`src/rtl/regfile_pkg.sv`:
```
// Shared definitions for the decode-stage register file: default widths,
// clear-sequencer state encoding and the core-wide enable/zero constants.
package regfile_pkg;

  localparam int DATA_W_DEF = 32;
  localparam int ADDR_W_DEF = 5;

  typedef enum logic {
    ST_IDLE  = 1'b0,
    ST_CLEAR = 1'b1
  } clr_state_t;

  localparam logic RD_EN   = 1'b1;
  localparam logic WR_EN   = 1'b1;
  localparam logic RST_ACT = 1'b1;

  localparam logic [DATA_W_DEF-1:0] ZERO_WORD = '0;

endpackage

```
`src/rtl/regfile_mp_if.sv`:
```
// Read/write bus of the multi-port register file; the core drives the master
// side, the register file implements the slave side.
interface regfile_mp_if
  import regfile_pkg::*;
#(
  parameter int DATA_W = DATA_W_DEF,
  parameter int ADDR_W = ADDR_W_DEF,
  parameter int NUM_RD = 2,
  parameter int NUM_WR = 2
) ();

  logic                     clr;
  logic [NUM_WR-1:0]        we;
  logic [NUM_WR*ADDR_W-1:0] waddr;
  logic [NUM_WR*DATA_W-1:0] wdata;
  logic [NUM_RD-1:0]        re;
  logic [NUM_RD*ADDR_W-1:0] raddr;
  logic [NUM_RD*DATA_W-1:0] rdata;
  logic                     init_busy;
  logic                     wr_conflict;

  modport master (
    output clr, we, waddr, wdata, re, raddr,
    input  rdata, init_busy, wr_conflict
  );

  modport slave (
    input  clr, we, waddr, wdata, re, raddr,
    output rdata, init_busy, wr_conflict
  );

endinterface

```
`src/rtl/regfile_clr_seq.sv`:
```
// Clear sequencer: walks every entry once after reset or a clr pulse,
// driving a zero write into the storage array and holding init_busy.
//
// state    | meaning
// ---------+------------------------------------------------------
// ST_IDLE  | array usable, user reads/writes pass, clr accepted
// ST_CLEAR | entry[cnt] zeroed each cycle, init_busy high, clr ignored
module regfile_clr_seq
  import regfile_pkg::*;
#(
  parameter int ADDR_W = ADDR_W_DEF
) (
  input  logic              clk,
  input  logic              rst,
  input  logic              clr,
  output logic              init_busy,
  output logic              clr_we,
  output logic [ADDR_W-1:0] clr_addr
);

  localparam int                DEPTH = 2 ** ADDR_W;
  localparam logic [ADDR_W-1:0] LAST  = ADDR_W'(DEPTH - 1);

  clr_state_t        state;
  logic [ADDR_W-1:0] cnt;

  always_ff @(posedge clk) begin
    if (rst == RST_ACT) begin
      state     <= ST_CLEAR;
      cnt       <= '0;
      init_busy <= 1'b1;
    end else begin
      case (state)
        ST_IDLE: begin
          if (clr) begin
            state     <= ST_CLEAR;
            cnt       <= '0;
            init_busy <= 1'b1;
          end
        end
        ST_CLEAR: begin
          // Terminate on the compare so the sweep never relies on wrap-around.
          if (cnt == LAST) begin
            state     <= ST_IDLE;
            cnt       <= '0;
            init_busy <= 1'b0;
          end else begin
            cnt <= cnt + 1'b1;
          end
        end
        default: begin
          state     <= ST_CLEAR;
          cnt       <= '0;
          init_busy <= 1'b1;
        end
      endcase
    end
  end

  assign clr_we   = (state == ST_CLEAR) && (rst != RST_ACT);
  assign clr_addr = cnt;

endmodule

```
`src/rtl/regfile_mp.sv`:
```
// Multi-port register file with fixed write priority (higher port wins),
// optional hardwired zero entry and a registered same-address write flag.
// Define REGFILE_BYPASS_EN to forward same-cycle write data to the read ports.
module regfile_mp
  import regfile_pkg::*;
#(
  parameter int DATA_W   = DATA_W_DEF,
  parameter int ADDR_W   = ADDR_W_DEF,
  parameter int NUM_RD   = 2,
  parameter int NUM_WR   = 2,
  parameter int ZERO_REG = 1
) (
  input logic          clk,
  input logic          rst,
  regfile_mp_if.slave  bus
);

  localparam int DEPTH = 2 ** ADDR_W;

  logic [DATA_W-1:0]        mem [DEPTH];
  logic                     init_busy;
  logic                     clr_we;
  logic [ADDR_W-1:0]        clr_addr;
  logic                     wr_ok;
  logic                     conflict_d;
  logic                     wr_conflict;
  logic [NUM_RD*DATA_W-1:0] rdata_c;

  regfile_clr_seq #(.ADDR_W(ADDR_W)) u_clr_seq (
    .clk       (clk),
    .rst       (rst),
    .clr       (bus.clr),
    .init_busy (init_busy),
    .clr_we    (clr_we),
    .clr_addr  (clr_addr)
  );

  function automatic logic addr_live(input logic [ADDR_W-1:0] a);
    return !((ZERO_REG != 0) && (a == '0));
  endfunction

  assign wr_ok = (rst != RST_ACT) && !init_busy;

  // Ports are visited in ascending order so the highest index lands last.
  always_ff @(posedge clk) begin
    if (clr_we) begin
      mem[clr_addr] <= DATA_W'(ZERO_WORD);
    end else if (wr_ok) begin
      for (int k = 0; k < NUM_WR; k++) begin
        if (bus.we[k] == WR_EN && addr_live(bus.waddr[k*ADDR_W +: ADDR_W]))
          mem[bus.waddr[k*ADDR_W +: ADDR_W]] <= bus.wdata[k*DATA_W +: DATA_W];
      end
    end
  end

  generate
    if (NUM_WR > 1) begin : g_conflict
      assign conflict_d = wr_ok && (bus.we[0] == WR_EN) && (bus.we[1] == WR_EN) &&
                          (bus.waddr[0 +: ADDR_W] == bus.waddr[ADDR_W +: ADDR_W]);
    end else begin : g_no_conflict
      assign conflict_d = 1'b0;
    end
  endgenerate

  always_ff @(posedge clk) begin
    if (rst == RST_ACT) wr_conflict <= 1'b0;
    else                wr_conflict <= conflict_d;
  end

  always_comb begin
    rdata_c = '0;
    for (int i = 0; i < NUM_RD; i++) begin
      if (wr_ok && bus.re[i] == RD_EN && addr_live(bus.raddr[i*ADDR_W +: ADDR_W])) begin
        rdata_c[i*DATA_W +: DATA_W] = mem[bus.raddr[i*ADDR_W +: ADDR_W]];
`ifdef REGFILE_BYPASS_EN
        for (int k = 0; k < NUM_WR; k++) begin
          if (bus.we[k] == WR_EN &&
              bus.waddr[k*ADDR_W +: ADDR_W] == bus.raddr[i*ADDR_W +: ADDR_W])
            rdata_c[i*DATA_W +: DATA_W] = bus.wdata[k*DATA_W +: DATA_W];
        end
`endif
      end
    end
  end

  assign bus.rdata       = rdata_c;
  assign bus.init_busy   = init_busy;
  assign bus.wr_conflict = wr_conflict;

endmodule

```
`src/flat_wrapper.sv`:
```
// flat-port wrapper written by rule: the top's interface ports become plain ports
module regfile_mp_flat import regfile_pkg::*;
#(
  parameter int DATA_W   = DATA_W_DEF,
  parameter int ADDR_W   = ADDR_W_DEF,
  parameter int NUM_RD   = 2,
  parameter int NUM_WR   = 2,
  parameter int ZERO_REG = 1
)
  (clk, rst, bus_clr, bus_we, bus_waddr, bus_wdata, bus_re, bus_raddr, bus_rdata, bus_init_busy, bus_wr_conflict);
  regfile_mp_if #(.DATA_W(DATA_W), .ADDR_W(ADDR_W), .NUM_RD(NUM_RD), .NUM_WR(NUM_WR)) bus_i ();
  input logic clk;
  input logic rst;
  input wire logic [$bits(bus_i.clr)-1:0] bus_clr;
  input wire logic [$bits(bus_i.we)-1:0] bus_we;
  input wire logic [$bits(bus_i.waddr)-1:0] bus_waddr;
  input wire logic [$bits(bus_i.wdata)-1:0] bus_wdata;
  input wire logic [$bits(bus_i.re)-1:0] bus_re;
  input wire logic [$bits(bus_i.raddr)-1:0] bus_raddr;
  output wire logic [$bits(bus_i.rdata)-1:0] bus_rdata;
  output wire logic [$bits(bus_i.init_busy)-1:0] bus_init_busy;
  output wire logic [$bits(bus_i.wr_conflict)-1:0] bus_wr_conflict;
  assign bus_i.clr = bus_clr;
  assign bus_i.we = bus_we;
  assign bus_i.waddr = bus_waddr;
  assign bus_i.wdata = bus_wdata;
  assign bus_i.re = bus_re;
  assign bus_i.raddr = bus_raddr;
  assign bus_rdata = bus_i.rdata;
  assign bus_init_busy = bus_i.init_busy;
  assign bus_wr_conflict = bus_i.wr_conflict;
  regfile_mp #(.DATA_W(DATA_W), .ADDR_W(ADDR_W), .NUM_RD(NUM_RD), .NUM_WR(NUM_WR), .ZERO_REG(ZERO_REG)) u_core (.clk(clk), .rst(rst), .bus(bus_i));
endmodule
```
`config.mk`:
```
export PLATFORM = sky130hd
export DESIGN_NAME = regfile_mp_flat
export DESIGN_NICKNAME = d
export VERILOG_FILES = /design/src/rtl/regfile_pkg.sv /design/src/rtl/regfile_mp_if.sv /design/src/rtl/regfile_clr_seq.sv /design/src/rtl/regfile_mp.sv /design/src/flat_wrapper.sv
export SDC_FILE = /design/constraint.sdc
export NUM_CORES = 2
export LEC_CHECK = 0
export CAP_MARGIN = 10
export CORE_MARGIN = 3
export CORE_UTILIZATION = 55
export CTS_BUF_LIST = sky130_fd_sc_hd__clkbuf_4 sky130_fd_sc_hd__clkbuf_8
export DETAILED_ROUTE_END_ITERATION = 12
export GPL_TIMING_DRIVEN = 0
export HOLD_SLACK_MARGIN = 0.03
export PLACE_DENSITY = 0.72
export SYNTH_ARGS = -nofsm -noshare
export SYNTH_HDL_FRONTEND = slang
export SYNTH_HIERARCHICAL = 1
export SYNTH_SLANG_ARGS = --single-unit
```
`constraint.sdc`:
```
create_clock -name clk -period 6.4 [get_ports clk]
set_input_delay 0.64 -clock clk [delete_from_list [all_inputs] [get_ports clk]]
set_output_delay 0.64 -clock clk [all_outputs]
set_load 0.005 [all_outputs]
```
Yosys cells after proc, flatten, opt, wreduce, memory -nomap -nowiden
Memory sizes are Yosys's and may differ from the RTL's. Cells that the tools add are included. W data, S select, Z words.

$add $sub $neg: 1. Equal/unequal tests: 4. Multiplexer cells: 24. Bitwise logic cells: 2. Reduce and logical (&&, ||, !) cells: 22.

Operators by type and width (count): $mux W32 (3); $reduce_or A32 Y1 (1); $logic_not A5 Y1 (4); $mux W1 (15); $mux W5 (3); $logic_and A1 B1 Y1 (11); $pmux W5 S2 (1); $add A5 B1 Y5 const B (1); $eq A5 B5 Y1 (1); $eq A5 B5 Y1 const B (1); $logic_not A1 Y1 (5); $pmux W1 S2 (2); $ne A2 B1 Y1 const B (1); $ne A2 B2 Y1 const B (1); $not A1 Y1 (2); $reduce_and A2 Y1 (1).

Register bits after elaboration: 8. Memory bits (writable): 1024. Input port bits: 91. Output and inout port bits: 66. Word-level logic and storage cells: 58. Memories kept: 1.

Memory list: u_core.mem (depth 32, bits a word 32, read ports 2, clocked after Yosys merged registers in 0, wr ports 2, RTL line regfile_mp.sv:20) `logic [DATA_W-1:0] mem [DEPTH];`.

Logic depth before layout (Yosys ltp)
Depth in word-level cells: 9. Mapped depth: 9. Mapped depth without buffers: 6.

Hierarchy
Netlist, hierarchy kept.

Modules (own cells, without submodules): regfile_mp (instances 1, cells an instance 4198, area each 62428.6 µm², sequential area each 30769.5 µm²); regfile_clr_seq (instances 1, cells an instance 38, area each 347.8 µm², sequential area each 140.1 µm²).

Worst setup path before layout
No wires, ideal clock.

Kind: input port to flip-flop. Start: in rst. End: mem u_core/mem[27][0] (netlist name) (enable). Setup time: 470 ps. Data arrival time: 4459 ps. Data required time: 5930 ps. Path slack: 1471 ps. Cell stages on the path: 6. Path buffers: 1. Cell sequence: nor2b_1 > or4b_4 > a21oi_4 > buf_6 > mux2_2 > o31ai_1.

RTL lines: start, declared (RTL line flat_wrapper.sv:13) `input logic rst;`; end, declared (RTL line regfile_mp.sv:20).

Worst setup path in the final report
Start: in rst. End: out bus_rdata[20].

Longest elaborated chain between the ends: 5.

Ends and longest elaborated chain: $not A1 Y1 (RTL line regfile_mp.sv:42) `assign wr_ok = (rst != RST_ACT) && !init_busy;`; $logic_and A1 B1 Y1 (RTL line regfile_mp.sv:42); $logic_and A1 B1 Y1 (2 in a row) (RTL line regfile_mp.sv:73) `if (wr_ok && bus.re[i] == RD_EN && addr_live(bus.raddr[i*ADDR_W +: ADDR_W])) begin`; $mux W32 (RTL line regfile_mp.sv:73); end, declared (RTL line flat_wrapper.sv:20) `output wire logic [$bits(bus_i.rdata)-1:0] bus_rdata;`.

Every way passes these cells.

==> qor.txt <==
WL/cell: 42.3 um
Final hold viol count: 0
Synth warn: 6
All-Layer GR Usage: 44.3%
Min Tclk post-route: 6340 ps
Crit Path Category: in -> out
IO buf count: 143
CTS Buf Count: 178
Skew-Pair Late Insertion Delay: 880 ps
Cell Area, Synth: 0.0628 mm^2
Slew HR: -0.148%
Failing checks: capacitance limit, slew limit
Period utilization: 99.1%
Post_cts resized: 0
Ports: 157
DRT Wirelength: 264 mm
Top cells by area, synth: edfxtp_1 49%, mux2_1 13%, mux4_2 11%, mux2i_1 7.3%, mux2_2 6.4%
CTS tree: built
Measured slew at the worst slew-check pin: 1500 ps
Number of flops mapped to enable cells by yosys: 1024
Vias in the first global route: 45100
Core ar.: 0.113 mm^2
Fillers: 8609
Post-route insts no fill: 6254
Clock sink total: 1032
Final setup viols: 0
Clock root buffer: clkbuf_8
Detailed Route Iter0 Violations: 7906
Outcome: finished, violations left
Synth cell count leaders: 1024 x edfxtp_1, 726 x mux2_1, 456 x mux2i_1
Antenna violations before repair: 7
Post-synth top area cell: edfxtp_1
Global-route wire length before repair: 355 mm
Die height: 344 um
Largest net degree at the start of global routing: 24
Die W: 344 um
Row cnt: 123
Total iterations of the first detailed-routing run: 7
Pwr dens: 208 mW/mm^2
Antenna-violating nets left: 0
H-Tree Level Count: 4
CP Launch Type: input pin
#FFs+latches synth: 1032
Vias post-DR: 45900
Clk buf depth: 3
Slew Limit Fails: 10
Critical Path RT: 5760 ps
HPWL reported at the end of detailed placement: 192 mm
Post-Syn Area per Cell: 14.8 um^2
Final WS setup: 59.2 ps
HP Class: in -> reg
# DRC: 0
Post-CTS setup buffer count: 0
Leak pwr: 28.4 nW
Layout area overhead: 12.7%
Yosys cell types: 58
Syn Nets: 4330
Via density per instance: 7.33
Crit end category: output pin
Crit-path max FO: 14
Hold buffer count at CTS: 0
Gpl congestion: 1.05
Critical Path AT: 5700 ps
Die Area: 0.118 mm^2
Top FF cell, synth: edfxtp_1
Initial core utilization: 55.6%
Highest clock rate: 158 MHz
Max Cap Viol: 1
# placed instances: 5924
RSZ-0062 raised after global routing: no
Register clock-pin slew on the reported worst setup and hold paths: 60 ps
Fraction of layout cells with a size suffix above 1: 29.1%
Clock Skew: 41.8 ps
Grt ovf: 0
Post-synthesis instance total: 4236
Hold Path Stages: 3
Nets: 4700
Hold_ws: 302 ps
Fraction of registers with async set/reset: 0%
Register area share after synthesis: 49.2%
Worst VDD drop: 0.196 mV
Reg2Reg Depth: 8
Most frequent cell after synthesis: edfxtp_1
Synth top area share: 49.0%
Setup slack at placement: 681 ps
[through the flow]
step / utilization (%) / TNS (ps) / power [mW] / area, um^2
after CTS: 62.7 / 0 / 14.6 / 70700
final: 62.7 / 0 / 14.7 / 70800
after floorplan: - / 0 / 8.23 / 62800
after detailed placement: 59.7 / 0 / 8.83 / 67300
after global routing: 62.7 / 0 / 15.0 / 70700
after global placement: 58.6 / -2024020 / 8.81 / 66100
[sequential cells by signal (all words and copies together), names as in the netlist]
signal and count:
u_core/u_clr_seq/clr_addr 5, u_core/u_clr_seq/state 1, u_core/bus.wr_conflict 1, u_core/u_clr_seq/init_busy 1, u_core/mem 1024
[cell type report]
type / instances / area [um^2] / share of cell area (%)
Timing Repair Buffer: 190 / 2330 / 3.29
Clock buffer: 243 / 2980 / 4.21
Sequential cell: 1032 / 30900 / 43.7
Multi-Input combinational cell: 2673 / 29100 / 41.2
Tap cell: 1500 / 1880 / 2.65
Inverter: 2 / 7.51 / 0.0106
Antenna cell: 6 / 15.0 / 0.0212
Buffer: 529 / 3100 / 4.38
Clock inverter: 79 / 392 / 0.553
[power breakdown]
part / switching, mW / internal [mW] / leakage, nW
logic: 0.946 / 0.455 / 15.8
registers: 0.0193 / 7.36 / 10.8
clock network: 2.87 / 3.05 / 1.77
total: 3.84 / 10.9 / 28.4
[layout by cell type, fill, tap and decap left out, types with 7 or more instances in the layout]
cell type and n:
o31ai_4 8, dfxtp_1 8, a21oi_1 42, and2_4 30, nand3_1 97, buf_16 7, mux2i_1 456, nand2b_1 66
clkbuf_1 195, clkbuf_4 58, clkinvlp_4 7, nor2_1 14, clkinv_1 51, clkbuf_8 185, buf_4 73, a221oi_1 12
buf_2 149, clkinv_2 16, a32oi_1 50, buf_1 24, clkdlybuf4s50_1 143, and3_1 7, o21ai_4 23, a31oi_1 63
mux4_2 300, nor3b_1 10, buf_6 88, nor2b_1 11, or2_2 26, buf_12 22, nand2_1 137, buf_8 17
a22oi_1 176, edfxtp_1 1024, mux2_1 726, mux2_2 358
[metal layers]
metal,routed length (um),GRT usage [%]
met3,38900,14.9
met1,87800,54.5
met5,42,0
met4,27200,37.1
met2,111000,63.2
[logic make-up after synthesis]
kind of cell / Yosys count / share of synthesized area, %
adder cells (fa/ha/maj): 3 / 0.0598
flip-flops: 1032 / 49.2
XOR/XNOR: 5 / 0.0698
AND/OR/NAND/NOR: 436 / 3.78
buffers and inverters: 531 / 4.95
multiplexers: 1840 / 37.5
AO/OA/AOI/OAI: 389 / 4.43
[worst paths after layout]
kind,start,slack [ps],endpoint
worst max-delay path,rst,60,bus_rdata[20]
worst min-delay path,bus_waddr[4],300,u_core/bus.wr_conflict$_SDFF_PP0_
worst max register to register,u_core/u_clr_seq/state$_SDFF_PP1_,2140,u_core/mem[23][8]$_DFFE_PP_
worst min register to register,u_core/u_clr_seq/clr_addr[3]$_SDFFE_PP0P_,620,u_core/u_clr_seq/clr_addr[3]$_SDFFE_PP0P_
[critical path, stage by stage]
cell and delay (ps):
clkdlybuf4s50_1 710, nor2_1 750, and3_1 250, buf_1 310, clkbuf_1 1050, a221oi_1 420
a31oi_1 880, clkdlybuf4s50_1 680
Note: power is estimated with default switching activity, not from simulation.
